File: src/rtl/error_message_display.sv
// Multiplexed seven-segment message display: latches a 3-bit code, scans DIGITS digits from a glyph ROM.
// Latency: a load applies at the next frame boundary (0 cycles if coincident); seg/dig_en registered, 1 cycle.
// Backpressure: none; a pending load is overwritten by newer loads and busy flags it until applied.
module error_message_display #(
  parameter int DIGITS         = 4,
  parameter int SCAN_DIV       = 50000,
  parameter int BLINK_DIV      = 64,
  parameter int SEG_ACTIVE_LOW = 1,
  parameter int DIG_ACTIVE_LOW = 1
) (
  input  logic              clk,
  input  logic              rst_n,
  input  logic [2:0]        msg_code,
  input  logic              msg_load,
  input  logic              blink_en,
  output logic [6:0]        seg,
  output logic [DIGITS-1:0] dig_en,
  output logic              msg_ack,
  output logic              busy
);

  localparam int PW = (SCAN_DIV > 1) ? $clog2(SCAN_DIV) : 1;
  localparam int IW = (DIGITS > 1) ? $clog2(DIGITS) : 1;
  localparam int BW = (BLINK_DIV > 1) ? $clog2(BLINK_DIV) : 1;

  localparam logic [PW-1:0]     PRE_LAST = PW'(SCAN_DIV - 1);
  localparam logic [IW-1:0]     IDX_LAST = IW'(DIGITS - 1);
  localparam logic [BW-1:0]     FRM_LAST = BW'(BLINK_DIV - 1);
  localparam logic [6:0]        SEG_POL  = (SEG_ACTIVE_LOW != 0) ? 7'h7F : 7'h00;
  localparam logic [DIGITS-1:0] DIG_POL  = (DIG_ACTIVE_LOW != 0) ? '1 : '0;

  // Load handshake: IDLE has nothing waiting, PEND holds a code until the frame boundary.
  typedef enum logic {ST_IDLE, ST_PEND} state_t;

  state_t            state, state_nxt;
  logic [PW-1:0]     pre, pre_nxt;
  logic [IW-1:0]     idx, idx_nxt;
  logic [2:0]        code, code_nxt;
  logic [2:0]        pend_code, pend_nxt;
  logic [BW-1:0]     fcnt, fcnt_nxt;
  logic              phase, phase_nxt;
  logic              tick, frame, apply;
  logic [2:0]        idx3;
  logic [15:0]       line;
  logic [3:0]        ch;
  logic [6:0]        lit;
  logic [DIGITS-1:0] dig_lit;

  // Four characters per message, leftmost in [15:12]; digit i reads nibble i.
  // Char ids: 0-3 digits, 4 C, 5 E, 6 r, 7 S, 8 P, 9 '-', F blank.
  function automatic logic [15:0] msg_line(input logic [2:0] c);
    case (c)
      3'd1:    msg_line = 16'hF450;
      3'd2:    msg_line = 16'hF451;
      3'd3:    msg_line = 16'hF452;
      3'd4:    msg_line = 16'h5678;
      3'd5:    msg_line = 16'h56F0;
      3'd6:    msg_line = 16'h9999;
      3'd7:    msg_line = 16'hFF80;
      default: msg_line = 16'hFFFF;
    endcase
  endfunction

  // Lit segments, bit 6 = a down to bit 0 = g.
  function automatic logic [6:0] glyph(input logic [3:0] c);
    case (c)
      4'h0:    glyph = 7'b1111110;
      4'h1:    glyph = 7'b0110000;
      4'h2:    glyph = 7'b1101101;
      4'h3:    glyph = 7'b1111001;
      4'h4:    glyph = 7'b1001110;
      4'h5:    glyph = 7'b1001111;
      4'h6:    glyph = 7'b0000101;
      4'h7:    glyph = 7'b1011011;
      4'h8:    glyph = 7'b1100111;
      4'h9:    glyph = 7'b0000001;
      default: glyph = 7'b0000000;
    endcase
  endfunction

  // Prescaler and digit scan; a wrap of the digit index marks the frame boundary.
  always_comb begin
    tick    = (pre == PRE_LAST);
    frame   = tick && (idx == IDX_LAST);
    pre_nxt = tick ? '0 : pre + PW'(1);
    idx_nxt = idx;
    if (tick) begin
      idx_nxt = (idx == IDX_LAST) ? '0 : idx + IW'(1);
    end
  end

  // Load handshake next state; a load in the boundary cycle bypasses the pending register.
  always_comb begin
    state_nxt = state;
    pend_nxt  = pend_code;
    code_nxt  = code;
    apply     = 1'b0;
    case (state)
      ST_IDLE: begin
        if (msg_load) begin
          if (frame) begin
            apply    = 1'b1;
            code_nxt = msg_code;
          end else begin
            state_nxt = ST_PEND;
            pend_nxt  = msg_code;
          end
        end
      end
      ST_PEND: begin
        if (msg_load) begin
          pend_nxt = msg_code;
        end
        if (frame) begin
          apply     = 1'b1;
          code_nxt  = msg_load ? msg_code : pend_code;
          state_nxt = ST_IDLE;
        end
      end
      default: state_nxt = ST_IDLE;
    endcase
  end

  // Blink phase toggles every BLINK_DIV frames and restarts whenever a message is applied.
  always_comb begin
    fcnt_nxt  = fcnt;
    phase_nxt = phase;
    if (apply) begin
      fcnt_nxt  = '0;
      phase_nxt = 1'b0;
    end else if (frame) begin
      if (fcnt == FRM_LAST) begin
        fcnt_nxt  = '0;
        phase_nxt = ~phase;
      end else begin
        fcnt_nxt = fcnt + BW'(1);
      end
    end
  end

  // Glyph for the digit about to be enabled, using the code and phase valid after this edge,
  // so the registered digit/segment pair never mixes old and new state.
  always_comb begin
    idx3    = 3'(idx_nxt);
    line    = msg_line(code_nxt);
    ch      = (idx3 > 3'd3) ? 4'hF : line[{idx3[1:0], 2'b00} +: 4];
    lit     = glyph(ch);
    if (blink_en && phase_nxt) begin
      lit = 7'b0000000;
    end
    dig_lit = DIGITS'(1) << idx_nxt;
  end

  // State registers; outputs refresh only on ticks and polarity is applied here alone.
  always_ff @(posedge clk or negedge rst_n) begin
    if (!rst_n) begin
      state     <= ST_IDLE;
      pre       <= '0;
      idx       <= '0;
      code      <= '0;
      pend_code <= '0;
      fcnt      <= '0;
      phase     <= 1'b0;
      msg_ack   <= 1'b0;
      seg       <= SEG_POL;
      dig_en    <= DIGITS'(1) ^ DIG_POL;
    end else begin
      state     <= state_nxt;
      pre       <= pre_nxt;
      idx       <= idx_nxt;
      code      <= code_nxt;
      pend_code <= pend_nxt;
      fcnt      <= fcnt_nxt;
      phase     <= phase_nxt;
      msg_ack   <= apply;
      if (tick) begin
        seg    <= lit ^ SEG_POL;
        dig_en <= dig_lit ^ DIG_POL;
      end
    end
  end

  assign busy = (state == ST_PEND);

endmodule

File: config.mk
export PLATFORM = sky130hd
export DESIGN_NAME = error_message_display
export DESIGN_NICKNAME = d
export VERILOG_FILES = /design/src/rtl/error_message_display.sv
export SDC_FILE = /design/constraint.sdc
export NUM_CORES = 1
export LEC_CHECK = 0
export CORE_ASPECT_RATIO = 1.5
export CORE_UTILIZATION = 30
export CTS_BUF_LIST = sky130_fd_sc_hd__clkbuf_4
export DETAILED_ROUTE_END_ITERATION = 16
export HOLD_SLACK_MARGIN = 0.03
export SLEW_MARGIN = 20
export SYNTH_ARGS = -nofsm -noshare
export SYNTH_HDL_FRONTEND = slang
export SYNTH_SLANG_ARGS = --single-unit
File: constraint.sdc
create_clock -name clk -period 3.3 [get_ports clk]
set_clock_uncertainty 0.15 [all_clocks]
set_input_delay 0.66 -clock clk [delete_from_list [all_inputs] [get_ports clk]]
set_output_delay 0.66 -clock clk [all_outputs]
set_load 0.02 [all_outputs]
; ---- Yosys cells after proc, flatten, opt, wreduce, memory -nomap -nowiden
; Memory sizes are Yosys's and may differ from the RTL's.
; Index checks and enable logic that the tools add are counted.
[word_totals]
regBits = 44
romBits = 112
elab_cells = 61
memories = 1
[mem_list]
columns = name, depth, width, rd, rd_ports_with_merged_regs, wr, line
row1 = (name not given), 16, 7, 1, 0, 0, 66  ; case (c)
[classes]
add_sub_neg = 3
eq_ne = 12
shifts = 2
muxes = 25
bitwise = 4
n_reduce_logical = 4
[op_table]
columns = op, count
row1 = case mux 16 bit (7 select lines), 1
row2 = two-way mux 3 bit, 6
row3 = two-way mux 6 bit, 3
row4 = "adder 16 x 1 -> 16 bit, second input constant", 1
row5 = "== test 16 bit, second input constant", 1
row6 = two-way mux 16 bit, 1
row7 = indexed part select 16 x 5 -> 4 bit, 1
row8 = "== test 3 bit, second input constant", 4
row9 = case mux 3 bit (2 select lines), 2
row10 = two-way mux 1 bit, 7
row11 = two-way mux 7 bit, 1
row12 = NOT 7 bit, 1
row13 = "adder 6 x 1 -> 6 bit, second input constant", 1
row14 = "== test 3 x 2 -> 1 bit, second input constant", 2
row15 = "== test 6 bit, second input constant", 1
row16 = two-way mux 2 bit, 2
row17 = "!= test 2 bit, second input constant", 2
row18 = NOT 4 bit, 1
row19 = case mux 1 bit (2 select lines), 2
row20 = "left shift 1 x 2 -> 4 bit, first input constant", 1
row21 = "== test 3 x 1 -> 1 bit, second input constant", 1
row22 = "adder 2 x 1 -> 2 bit, second input constant", 1
row23 = "== test 2 bit, second input constant", 1
row24 = logical AND 1 bit, 2
row25 = other kinds (3), 4

; ---- Longest topological paths before layout
; An unclocked memory read counts as a cell.
[depth]
depth_word = 11
ltp_mapped = 11
depth_no_buf = 10

; ---- Least setup slack after synthesis
; OpenSTA, ideal clock, no wires.
[synth_timing]
path_kind = register -> register
startpoint = register pre[0]
endpoint = register seg[6]
arrival_time_ps = 2325
required_ps = 3067
setup_slack_ps = 742
stages_incl_launch_ff = 12
cell_sequence = dfrtp_1 > ha_1 > and4_1 > and4_4 > buf_6 > a32o_1 > a211oi_4 > buf_4 > nor3_1 > a21oi_1 > o21ai_1 > o32a_1
[synth_between]
elab_chain_cells = 11
[synth_rtl]
columns = element, line
row1 = from (decl), 36  ; logic [PW-1:0] pre, pre_nxt;
row2 = from (signal assigned), 169  ; pre <= pre_nxt;
row3 = == test 16 bit (*), 83  ; tick = (pre == PRE_LAST);
row4 = logical AND 1 bit, 84  ; frame = tick && (idx == IDX_LAST);
row5 = two-way mux 3 bit, 101  ; if (frame) begin
row6 = two-way mux 3 bit, 100  ; if (msg_load) begin
row7 = case mux 3 bit (2 select lines), 98  ; case (state)
row8 = "== test 3 bit, or another cell as far along", 52  ; case (c)
row9 = case mux 16 bit (7 select lines), 52
row10 = indexed part select 16 x 5 -> 4 bit, 146  ; ch = (idx3 > 3'd3) ? 4'hF : line[{idx3[1:0], 2'b00} +: 4];
row11 = memory read (16 x 7 bit), n/a
row12 = two-way mux 7 bit, 148  ; if (blink_en && phase_nxt) begin
row13 = NOT 7 bit (no source line), n/a
row14 = to (signal assigned), 177  ; seg <= lit ^ SEG_POL;
row15 = to (decl), 16  ; output logic [6:0] seg,
; Every way passes the cells marked *; elsewhere a longest branch is shown, timed or not.
; A chain may end at the register's enable or synchronous reset.

; ---- Worst setup path after layout
[layout_timing]
startpoint = register pre[0]
endpoint = register seg[1]
[layout_between]
elab_chain_cells = 11
[layout_rtl]
columns = element, line
row1 = == test 16 bit (*), 83
row2 = logical AND 1 bit (*), 84
row3 = two-way mux 3 bit, 101
row4 = two-way mux 3 bit, 100
row5 = case mux 3 bit (2 select lines) (*), 98
row6 = named net code_nxt[1], 38  ; logic [2:0] code, code_nxt;
row7 = "== test 3 bit, or another cell as far along", 52
row8 = case mux 16 bit (7 select lines) (*), 52
row9 = indexed part select 16 x 5 -> 4 bit (*), 146
row10 = memory read (16 x 7 bit) (*), n/a
row11 = two-way mux 7 bit (*), 148
row12 = NOT 7 bit (no source line) (*), n/a
; Mark *: on every way through the listed nets, which the timed path passes. The rest lies on a longest branch.

==> out/results.tsv <==
metric	value	unit
grt_pass1_vias	1711	
drt_iter0_drc	85	
syn_avg_cell_area	10.05	µm²
dieArea	7933	µm²
yosysUniqueCellTypes	46	
yosysSeqAreaShare	0.4901	
grt_usage	0.1266	
initial_core_util	0.3123	
grt_max_degree	45	
dp_slack	207.2	ps
fin_tns_setup	0	ps
maxSlewViolCount	0	
hp-class	input port to asynchronous set/reset pin	
gp_congestion	0.8888	
dieHeight	108.6	µm
avgViaCountPerCell	4.955	
postCtsSetupBuffers	0	
htree_levels	2	
setup_viol_count_final	0	
cts_buffer_depth	2	
p_sw	0.0001909	W
synth-seq-cells	44	
cts_resized	0	
cap_violations	0	
fmax	345.3	MHz
cts.clk_slew.worst_paths	140	ps
setup_slack	404.0	ps
p_int	0.0006447	W
critPathLaunchType	register	
port_buffers	19	
root_buffer	clkbuf_4	
dp_cells	343	
nets	261	
combinationalPowerShare	0.032	
p_sw_frac	0.2285	
clock_sinks	44	
die_w	73.06	µm
power_density	315.3	nW/µm²
required	3440	ps
dp_hpwl	3.238	mm
drcViolationCount	0	
syn_nets	236	
slew_headroom	0.6734	
yosysTopAreaCellShare	0.3744	
netlist_area	2272	µm²
crit_type	register to register	
total_power	0.0008356	W
synthArstFlopShare	1.000	
clkPwrFrac	0.316	
wl_per_cell	12.84	µm
synth_cells	226	
end_kind	register	
cts_tree	done	
postLayoutCoreUtil	0.3643	
stdcell_count	352	
synth_edf_count	0	
rsz0062_at_grt	false	
grt_pass1_wl	7.741	mm
p_seq_frac	0.652	
diodes	0	
dr.pass1.iters	4	
via_count	1744	
dominantRegCellSynth	dfrtp_1	
postCtsHoldBufs	0	
ioPinCount	20	
cts_inserted_buffers	5	
tightest_slew	488.1	ps
core_area	7274	µm²
arrival	3030	ps
synth_area_leaders	dfrtp_1 37%, dfstp_2 12%, nor2_1 6.4%	
fin_crit_sh	0.8776	
drt-total-wl	4.520	mm
clk_latency	350	ps
antenna_found_initial	0	
power_leakage	1.140	nW
hold_viol	0	
yosys_warnings	0	
fin_crit	2896	ps
cp_max_fo	13	
synthToLayoutAreaGrowth	16.63	%
synth_top_area_cell	dfrtp_1	
drive_gt1_frac	0.1667	
ir_drop	0.0001561	V
grt-ovfl-total	0	
status	complete, no violations	
rows	38	
postRouteAntennaNets	0	
[sequential cells by signal, summed over array words and instances, names as in the netlist]
signal	flops
seg	7
msg_ack	1
pend_code	3
fcnt	6
idx	2
dig_en	4
pre	16
phase	1
busy	1
code	3
[kinds of logic after synthesis]
family,Yosys count,share of synthesized area
AOI/OAI and AO/OA,54,0.1646
and+or+nand+nor,96,0.2208
adders and majority gates,3,0.01652
DFF,44,0.4901
xor gates and xnor gates,12,0.04626
buffers and inverters,12,0.02698
muxes,5,0.03469
[placed cells by master, fill, tap and decap left out, types with 5 or more instances in the layout]
cell type,count
dfstp_2,10
xor2_1,8
nand3_1,14
and3_1,8
a21oi_1,14
nor3_1,5
o21ai_0,15
nor2_1,39
clkbuf_4,6
dfrtp_1,34
nand2_1,16
a31oi_1,5
clkdlybuf4s50_1,18
[critical path: stages (launching register included)]
cell       delay, ps
dfrtp_1          420
ha_1             240
and4_1           220
and4_4           250
and3_4           200
a2111oi_4        500
inv_2            190
nand2_2          130
nor2_1            40
o21a_1           170
o32a_1           320
[power by group through the flow]
stage	clock, W	sequential [W]	combinational, W
2_1_floorplan	0	0.000554	0.00000495
3_3_place_gp	0	0.000555	0.0000247
3_5_place_dp	0	0.000555	0.0000251
4_1_cts	0.000282	0.000545	0.0000251
5_1_grt	0.000303	0.000546	0.0000303
6_report	0.000264	0.000545	0.0000265
[per-stage QoR]
step                area, µm²  hold slack [ps]
finish                   2650            62.73
global route             2650            43.51
CTS                      2630            312.4
detailed placement       2574            294.5
global placement         2574            291.4
floorplan                2272            214.4
[synthesized netlist by cell type, drive strengths merged (3+ instances only)]
cell	number
inv	6
o21ai	16
xnor2	4
nand3	14
ha	3
xor2	8
and3	9
nand2	17
nor2b	3
a211oi	3
nor3	5
a31oi	5
dfstp	10
dfrtp	34
mux2	3
nor2	39
a21oi	14
buf	4
[routing by layer]
| layer | global-route usage | vias to the layer above | wire, µm |
|---|---|---|---|
| met5 | 0 | - | 0 |
| met4 | 0.05182 | 0 | 80 |
| met3 | 0.03169 | 7 | 158 |
| met2 | 0.2183 | 45 | 2267 |
| met1 | 0.1472 | 833 | 2014 |
| li1 | - | 859 | - |
[layout make-up]
cell class / instances / area (µm²)
Sequential cell: 44 / 1114
Inverter: 6 / 22.52
Clock inverter: 2 / 11.26
Tap cell: 100 / 125.1
Timing Repair Buffer: 24 / 235.2
Multi-Input combinational cell: 170 / 1097
Fill cell: 740 / 4624
Clock buffer: 6 / 45.04
[path summary, 6_finish.rpt]
kind                       startpoint  endpoint  slack, ps  cells after the start
hold reg to reg                pre[0]    pre[0]        320                      1
max in group asynchronous       rst_n    seg[3]       2380                      2
setup reg to reg               pre[0]    seg[1]        400                     10
hold / removal                  rst_n   pre[14]         60                      1
min in group clk               pre[0]    pre[0]        320                      1
setup / recovery               pre[0]    seg[1]        400                     10
Power figures use the tool's default switching activity.
